## src/rtl/ntt_stage_ctrl_if.sv

```systemverilog
// Control/address bundle between the NTT stage sequencer and the butterfly/bank logic.
interface ntt_stage_ctrl_if #(
  parameter int ADDR_WIDTH = 5
);
  logic                  start_i;
  logic                  is_ntt_i;
  logic                  busy_o;
  logic                  done_o;
  logic [7:0]            len_o;
  logic                  start_bu_o;
  logic                  is_ntt_o;
  logic [2:0]            stage_o;
  logic                  rd_en_o;
  logic [ADDR_WIDTH-1:0] rd_addr_a_o;
  logic [ADDR_WIDTH-1:0] rd_addr_b_o;
  logic                  wr_en_o;
  logic [ADDR_WIDTH-1:0] wr_addr_a_o;
  logic [ADDR_WIDTH-1:0] wr_addr_b_o;
  logic [7:0]            wr_len_o;

  modport master (
    output start_i, is_ntt_i,
    input  busy_o, done_o, len_o, start_bu_o, is_ntt_o, stage_o,
    input  rd_en_o, rd_addr_a_o, rd_addr_b_o,
    input  wr_en_o, wr_addr_a_o, wr_addr_b_o, wr_len_o
  );

  modport slave (
    input  start_i, is_ntt_i,
    output busy_o, done_o, len_o, start_bu_o, is_ntt_o, stage_o,
    output rd_en_o, rd_addr_a_o, rd_addr_b_o,
    output wr_en_o, wr_addr_a_o, wr_addr_b_o, wr_len_o
  );
endinterface

```

## src/rtl/ntt_stage_ctrl.sv

```systemverilog
// Seven-stage sequencer for the 8-butterfly NTT/iNTT datapath: bank read
// addressing, delayed write-back addressing and inter-stage pipeline drain.
//
// state   | meaning
// --------+-----------------------------------------------------------
// S_IDLE  | waiting for start_i; mode latched on acceptance
// S_SETUP | one cycle: start_bu_o pulse, len_o valid, row counter cleared
// S_RUN   | 16 cycles of bank reads, cnt 0..15
// S_DRAIN | PIPE_LAT cycles with no reads so write-backs land before next stage
// S_DONE  | one-cycle done_o pulse, back to idle
module ntt_stage_ctrl #(
  parameter int ADDR_WIDTH = 5,
  parameter int PIPE_LAT   = 5
) (
  input logic             clk_i,
  input logic             rst_i,
  ntt_stage_ctrl_if.slave bus
);

  localparam int PW = 1 + 2 * ADDR_WIDTH + 8;

  typedef enum logic [2:0] {
    S_IDLE,
    S_SETUP,
    S_RUN,
    S_DRAIN,
    S_DONE
  } state_t;

  state_t                r_state;
  logic [2:0]            r_stage;
  logic [3:0]            r_cnt;
  logic [3:0]            r_dcnt;
  logic                  r_is_ntt;
  logic                  r_busy;
  logic                  r_done;
  logic [7:0]            r_len;
  logic                  r_start_bu;
  logic                  r_rd_en;
  logic [ADDR_WIDTH-1:0] r_rd_addr_a;
  logic [ADDR_WIDTH-1:0] r_rd_addr_b;
  logic [PW-1:0]         r_pipe [PIPE_LAT];

  logic [3:0]            w_cnt_nxt;
  logic [ADDR_WIDTH-1:0] w_addr_a;
  logic [ADDR_WIDTH-1:0] w_addr_b;
  logic [PW-1:0]         w_pipe_in;
  logic [PW-1:0]         w_pipe_out;

  function automatic logic [7:0] f_len(input logic [2:0] stage, input logic ntt);
    return ntt ? (8'd128 >> stage) : (8'd2 << stage);
  endfunction

  // Addresses are computed for the row the next RUN cycle will read.
  always_comb begin
    w_cnt_nxt = (r_state == S_RUN) ? r_cnt + 4'd1 : 4'd0;
    w_addr_a  = '0;
    w_addr_b  = '0;
    if (r_len >= 8'd32) begin
      w_addr_a = ADDR_WIDTH'(w_cnt_nxt);
      w_addr_b = w_addr_a + ADDR_WIDTH'(16);
    end else if (r_len == 8'd16) begin
      w_addr_a = ADDR_WIDTH'({w_cnt_nxt[3:1], 1'b0, w_cnt_nxt[0]});
      w_addr_b = w_addr_a + ADDR_WIDTH'(2);
    end else begin
      w_addr_a = ADDR_WIDTH'({w_cnt_nxt, 1'b0});
      w_addr_b = w_addr_a + ADDR_WIDTH'(1);
    end
  end

  always_ff @(posedge clk_i or negedge rst_i) begin
    if (!rst_i) begin
      r_state     <= S_IDLE;
      r_stage     <= 3'd0;
      r_cnt       <= 4'd0;
      r_dcnt      <= 4'd0;
      r_is_ntt    <= 1'b0;
      r_busy      <= 1'b0;
      r_done      <= 1'b0;
      r_len       <= 8'd0;
      r_start_bu  <= 1'b0;
      r_rd_en     <= 1'b0;
      r_rd_addr_a <= '0;
      r_rd_addr_b <= '0;
    end else begin
      r_start_bu  <= 1'b0;
      r_done      <= 1'b0;
      r_rd_en     <= 1'b0;
      r_rd_addr_a <= '0;
      r_rd_addr_b <= '0;
      case (r_state)
        S_IDLE: begin
          if (bus.start_i) begin
            r_state    <= S_SETUP;
            r_is_ntt   <= bus.is_ntt_i;
            r_stage    <= 3'd0;
            r_busy     <= 1'b1;
            r_start_bu <= 1'b1;
            r_len      <= f_len(3'd0, bus.is_ntt_i);
            r_cnt      <= 4'd0;
          end
        end
        S_SETUP: begin
          r_state     <= S_RUN;
          r_cnt       <= 4'd0;
          r_rd_en     <= 1'b1;
          r_rd_addr_a <= w_addr_a;
          r_rd_addr_b <= w_addr_b;
        end
        S_RUN: begin
          if (r_cnt == 4'd15) begin
            r_state <= S_DRAIN;
            r_dcnt  <= 4'(PIPE_LAT - 1);
          end else begin
            r_cnt       <= w_cnt_nxt;
            r_rd_en     <= 1'b1;
            r_rd_addr_a <= w_addr_a;
            r_rd_addr_b <= w_addr_b;
          end
        end
        S_DRAIN: begin
          if (r_dcnt != 4'd0) begin
            r_dcnt <= r_dcnt - 4'd1;
          end else if (r_stage == 3'd6) begin
            r_state <= S_DONE;
            r_busy  <= 1'b0;
            r_done  <= 1'b1;
            r_len   <= 8'd0;
          end else begin
            r_state    <= S_SETUP;
            r_stage    <= r_stage + 3'd1;
            r_start_bu <= 1'b1;
            r_len      <= f_len(r_stage + 3'd1, r_is_ntt);
            r_cnt      <= 4'd0;
          end
        end
        S_DONE: begin
          r_state <= S_IDLE;
          r_stage <= 3'd0;
        end
        default: r_state <= S_IDLE;
      endcase
    end
  end

  // Idle slots carry all-zero entries, so write addresses/length are 0 whenever wr_en is 0.
  assign w_pipe_in = {r_rd_en, r_rd_addr_a, r_rd_addr_b, (r_rd_en ? r_len : 8'd0)};

  always_ff @(posedge clk_i or negedge rst_i) begin
    if (!rst_i) begin
      for (int i = 0; i < PIPE_LAT; i++) r_pipe[i] <= '0;
    end else begin
      r_pipe[0] <= w_pipe_in;
      for (int i = 1; i < PIPE_LAT; i++) r_pipe[i] <= r_pipe[i-1];
    end
  end

  assign w_pipe_out = r_pipe[PIPE_LAT-1];

  assign bus.busy_o      = r_busy;
  assign bus.done_o      = r_done;
  assign bus.len_o       = r_len;
  assign bus.start_bu_o  = r_start_bu;
  assign bus.is_ntt_o    = r_is_ntt;
  assign bus.stage_o     = r_stage;
  assign bus.rd_en_o     = r_rd_en;
  assign bus.rd_addr_a_o = r_rd_addr_a;
  assign bus.rd_addr_b_o = r_rd_addr_b;
  assign bus.wr_en_o     = w_pipe_out[PW-1];
  assign bus.wr_addr_a_o = w_pipe_out[PW-2 -: ADDR_WIDTH];
  assign bus.wr_addr_b_o = w_pipe_out[PW-2-ADDR_WIDTH -: ADDR_WIDTH];
  assign bus.wr_len_o    = w_pipe_out[7:0];

endmodule

```

## src/flat_wrapper.sv

```systemverilog
// flat-port wrapper written by rule: the top's interface ports become plain ports
module ntt_stage_ctrl_flat 
#(
  parameter int ADDR_WIDTH = 5,
  parameter int PIPE_LAT   = 5
)
  (clk_i, rst_i, bus_start_i, bus_is_ntt_i, bus_busy_o, bus_done_o, bus_len_o, bus_start_bu_o, bus_is_ntt_o, bus_stage_o, bus_rd_en_o, bus_rd_addr_a_o, bus_rd_addr_b_o, bus_wr_en_o, bus_wr_addr_a_o, bus_wr_addr_b_o, bus_wr_len_o);
  ntt_stage_ctrl_if #(.ADDR_WIDTH(ADDR_WIDTH)) bus_i ();
  input logic clk_i;
  input logic rst_i;
  input wire logic [$bits(bus_i.start_i)-1:0] bus_start_i;
  input wire logic [$bits(bus_i.is_ntt_i)-1:0] bus_is_ntt_i;
  output wire logic [$bits(bus_i.busy_o)-1:0] bus_busy_o;
  output wire logic [$bits(bus_i.done_o)-1:0] bus_done_o;
  output wire logic [$bits(bus_i.len_o)-1:0] bus_len_o;
  output wire logic [$bits(bus_i.start_bu_o)-1:0] bus_start_bu_o;
  output wire logic [$bits(bus_i.is_ntt_o)-1:0] bus_is_ntt_o;
  output wire logic [$bits(bus_i.stage_o)-1:0] bus_stage_o;
  output wire logic [$bits(bus_i.rd_en_o)-1:0] bus_rd_en_o;
  output wire logic [$bits(bus_i.rd_addr_a_o)-1:0] bus_rd_addr_a_o;
  output wire logic [$bits(bus_i.rd_addr_b_o)-1:0] bus_rd_addr_b_o;
  output wire logic [$bits(bus_i.wr_en_o)-1:0] bus_wr_en_o;
  output wire logic [$bits(bus_i.wr_addr_a_o)-1:0] bus_wr_addr_a_o;
  output wire logic [$bits(bus_i.wr_addr_b_o)-1:0] bus_wr_addr_b_o;
  output wire logic [$bits(bus_i.wr_len_o)-1:0] bus_wr_len_o;
  assign bus_i.start_i = bus_start_i;
  assign bus_i.is_ntt_i = bus_is_ntt_i;
  assign bus_busy_o = bus_i.busy_o;
  assign bus_done_o = bus_i.done_o;
  assign bus_len_o = bus_i.len_o;
  assign bus_start_bu_o = bus_i.start_bu_o;
  assign bus_is_ntt_o = bus_i.is_ntt_o;
  assign bus_stage_o = bus_i.stage_o;
  assign bus_rd_en_o = bus_i.rd_en_o;
  assign bus_rd_addr_a_o = bus_i.rd_addr_a_o;
  assign bus_rd_addr_b_o = bus_i.rd_addr_b_o;
  assign bus_wr_en_o = bus_i.wr_en_o;
  assign bus_wr_addr_a_o = bus_i.wr_addr_a_o;
  assign bus_wr_addr_b_o = bus_i.wr_addr_b_o;
  assign bus_wr_len_o = bus_i.wr_len_o;
  ntt_stage_ctrl #(.ADDR_WIDTH(ADDR_WIDTH), .PIPE_LAT(PIPE_LAT)) u_core (.clk_i(clk_i), .rst_i(rst_i), .bus(bus_i));
endmodule
```

## config.mk

```make
export PLATFORM = sky130hd
export DESIGN_NAME = ntt_stage_ctrl_flat
export DESIGN_NICKNAME = d
export VERILOG_FILES = /design/src/rtl/ntt_stage_ctrl_if.sv /design/src/rtl/ntt_stage_ctrl.sv /design/src/flat_wrapper.sv
export SDC_FILE = /design/constraint.sdc
export NUM_CORES = 1
export LEC_CHECK = 0
export BUFFER_PORTS_ARGS = -buffer_cell sky130_fd_sc_hd__buf_2
export CAP_MARGIN = 10
export CELL_PAD_IN_SITES_DETAIL_PLACEMENT = 1
export CELL_PAD_IN_SITES_GLOBAL_PLACEMENT = 1
export CORE_MARGIN = 1.5
export CORE_UTILIZATION = 47
export DETAILED_ROUTE_END_ITERATION = 10
export GPL_TIMING_DRIVEN = 1
export PLACE_DENSITY = 0.84
export SLEW_MARGIN = 25
export SYNTH_ARGS = -nofsm -noshare
export SYNTH_HDL_FRONTEND = slang
export SYNTH_SLANG_ARGS = --single-unit
```

## constraint.sdc

```tcl
create_clock -name clk_i -period 2.6 [get_ports clk_i]
set_clock_uncertainty 0.2 [all_clocks]
set_input_delay 0.13 -clock clk_i [delete_from_list [all_inputs] [get_ports clk_i]]
set_output_delay 0.13 -clock clk_i [all_outputs]
set_load 0.02 [all_outputs]
```

==> impl_metrics.json <==
{
  "fillers": 845,
  "track_usage": 0.2062,
  "crit_arrival_ps": 2470,
  "grt_pass1_wl_microns": 13320,
  "start_util": 0.4935,
  "root_buffer": "clkbuf_8",
  "overflow": 0,
  "drt_iter0_markers": 62,
  "cts_setup_buffers": 0,
  "routed_wl_microns": 8244,
  "placementRows": 33,
  "vias": 2350,
  "numClockSinks": 120,
  "cts_tree": "done",
  "ant_nets": 0,
  "dr_wl_met3_microns": 374,
  "status": "complete, no violations",
  "hold_class": "flip-flop to flip-flop",
  "yosys_warnings": 0,
  "drc_errors": 0,
  "clk_latency_ps": 520,
  "fin_crit_sh": 0.8725,
  "highest_layer": "met4",
  "finalNonFillerCells": 453,
  "cp_max_fo": 5,
  "ctsLongestPathBuffers": 2,
  "dr.pass1.iters": 4,
  "fin_nets": 346,
  "die_h_microns": 96.59,
  "utilization": 0.5870,
  "r2r_cells": 6,
  "io_buffers": 48,
  "met2WireLength_microns": 4422,
  "drv_slew": 0,
  "die_width_microns": 96.59,
  "totalPowerFinal_uw": 4170,
  "maxCapViolations": 0,
  "core-area_sq_mm": 0.008341,
  "hpwlAfterDp_microns": 4807,
  "place_inst": 416,
  "die-area_sq_mm": 0.009329,
  "finalSetupViolCount": 0,
  "ctsResizeCount": 0,
  "synth_seq_area_share": 0.7295,
  "whs_ps": 148.1,
  "clk_pin_slew_worst_paths_ps": 60,
  "startpoint_type": "flip-flop",
  "timing.fmax_mhz": 440.8,
  "synth-seq-cells": 120,
  "tightest_slew_ps": 670.3,
  "place_congestion": 0.8026,
  "h-tree-depth": 4,
  "power_density_mw_per_mm2": 851.7,
  "grt_max_degree": 55,
  "required_ps": 2800,
  "antenna_cells": 0,
  "viasPerCell": 5.188,
  "relSlewSlack": 0.5531,
  "antenna_found_initial": 0,
  "synth_area_sq_mm": 0.004116,
  "syn_to_final_growth_pct": 18.94,
  "layout-drive-gt1-share": 0.2615,
  "tns_ps": 0,
  "yosysUniqueCellTypes": 43,
  "synth_fp_nets": 305,
  "wl_per_cell_microns": 18.20,
  "crit_type": "flip-flop to flip-flop",
  "cp-end-kind": "flip-flop",
  "power.leakage_uw": 0.002474,
  "hold_depth": 0,
  "avgSynthCellArea_sq_um": 14.00,
  "wl_met1_microns": 3315,
  "period_minus_slack_ps": 2269,
  "boundaryPins": 49,
  "max-vdd-ir-drop_mv": 0.4378,
  "cts-buffers-inserted": 17,
  "syn_inst": 294,
  "grt_pass1_vias": 2583,
  "final_hold_viol_count": 0,
  "grt_setup_unrepaired": "no"
}
[Yosys cell counts]
master | instances | area, sq um
dfrtp_1 | 120 | 3003
buf_4 | 28 | 210.2
nand2_1 | 25 | 93.84
nor2_1 | 12 | 45.04
nand3_1 | 10 | 50.05
and2_1 | 8 | 50.05
inv_1 | 8 | 30.03
ha_1 | 7 | 87.58
nor3_1 | 7 | 35.03
o21ai_0 | 7 | 35.03
a21oi_1 | 5 | 25.02
buf_2 | 4 | 20.02
nand2b_1 | 4 | 25.02
o22ai_1 | 4 | 25.02
xor2_1 | 4 | 35.03
mux2_2 | 3 | 33.78
o31ai_1 | 3 | 22.52
a211oi_1 | 2 | 15.01
a21o_1 | 2 | 15.01
a31oi_1 | 2 | 12.51
nand3b_1 | 2 | 15.01
nand4_1 | 2 | 12.51
o2bb2ai_1 | 2 | 17.52
o41ai_1 | 2 | 17.52
or3_1 | 2 | 12.51
or3b_2 | 2 | 17.52
a21oi_2 | 1 | 8.760
a221o_1 | 1 | 10.01
a22oi_1 | 1 | 7.510
a32o_1 | 1 | 10.01
and3_1 | 1 | 6.260
and3b_1 | 1 | 8.760
buf_1 | 1 | 3.750
clkbuf_1 | 1 | 3.750
mux2i_1 | 1 | 10.01
nor3b_1 | 1 | 7.510
nor3b_4 | 1 | 18.77
nor4_1 | 1 | 6.260
nor4b_1 | 1 | 8.760
o311ai_0 | 1 | 8.760
or4_4 | 1 | 11.26
xnor2_1 | 1 | 8.760
xnor2_2 | 1 | 16.27
[cell usage in the layout (no fill, tap or decap), types with 5 or more instances in the layout]
cell and instances:
a21oi_1 5, and2_1 8, buf_2 47, clkbuf_16 16
clkinvlp_4 5, dfrtp_1 120, dlygate4sd3_1 5, ha_1 7
inv_1 8, inv_6 5, nand2_1 25, nand3_1 10
nor2_1 12, nor3_1 7, o21ai_0 7
[worst max-delay path, stage by stage (launching register included)]
cell	delay, ps
dfrtp_1	400
inv_1	80
ha_1	190
nor3b_4	300
o22ai_1	190
or4_4	580
a32o_1	220
[state kept, by name (all words and copies together), names as in the netlist]
name / flops
u_core.bus.start_bu_o: 1
u_core.bus.len_o: 8
u_core.r_cnt: 4
u_core.bus.rd_addr_a_o: 5
u_core.r_dcnt: 4
u_core.bus.done_o: 1
u_core.bus.rd_en_o: 1
u_core.r_pipe: 68
u_core.bus.is_ntt_o: 1
u_core.bus.rd_addr_b_o: 3
u_core.bus.stage_o: 3
u_core.w_pipe_out: 17
u_core.bus.busy_o: 1
u_core.r_state: 3
[cell families (layout without fill, tap and decap cells)]
| group | after synthesis | count (layout) | synth area share |
|---|---|---|---|
| flip-flops | 120 | 120 | 0.7295 |
| AND/OR/NAND/NOR | 81 | 81 | 0.1030 |
| buffers and inverters | 42 | 96 | 0.06504 |
| AO/OA/AOI/OAI | 34 | 34 | 0.05592 |
| adder cells (fa/ha/maj) | 7 | 7 | 0.02128 |
| XOR/XNOR | 6 | 6 | 0.01459 |
| multiplexers | 4 | 4 | 0.01064 |
[report_power, final]
part           total, uW  leakage, uW  switching (uW)  internal (uW)
logic               83.8     0.000662            60.9           22.9
clock network       2180     0.000257             889           1290
registers           1910      0.00155            13.9           1900
total               4170      0.00247             964           3210
[metrics by stage]
stage / setup WS, ps / cell area, sq um
after floorplan: 559.9 / 4116
after global placement: 468.4 / 4288
after detailed placement: 356.5 / 4288
after CTS: 62.68 / 4906
after global routing: 234.9 / 4896
final: 331.4 / 4896
[routing by layer]
layer	GRT usage	vias up
met5	0	-
met1	0.2251	1232
met4	0.08816	0
met3	0.07355	15
li1	-	1046
met2	0.3613	57
[path summary, 6_finish.rpt]
kind,start,to,slack [ps]
worst max-delay path,u_core.r_dcnt[0],u_core.r_cnt[1],330
worst min-delay path,u_core.r_pipe[52],u_core.r_pipe[33],150
worst max register to register,u_core.r_dcnt[0],u_core.r_cnt[1],330
min in group asynchronous,rst_i,u_core.w_pipe_out[9],530
worst min register to register,u_core.r_pipe[52],u_core.r_pipe[33],150
max in group asynchronous,rst_i,u_core.bus.is_ntt_o,940
[final cells by class]
class                   count  area [sq um]  share of cell area
inverters                   8         30.03            0.006133
flip-flops and latches    120          3003              0.6133
clock buffers              18         417.9             0.08536
multi-input cells         132         845.8              0.1728
clock inverters            14         140.1             0.02862
repair buffers             56         327.8             0.06696
well taps                 105         131.4             0.02683
[what timing repair did]
| item | in CTS | in global routing |
|---|---|---|
| hold endpoints to repair | 133 | 0 |
| hold buffers | 6 | 0 |
| endpoints found under the setup margin | 0 | 19 |
(Power assumes the default switching activity.)
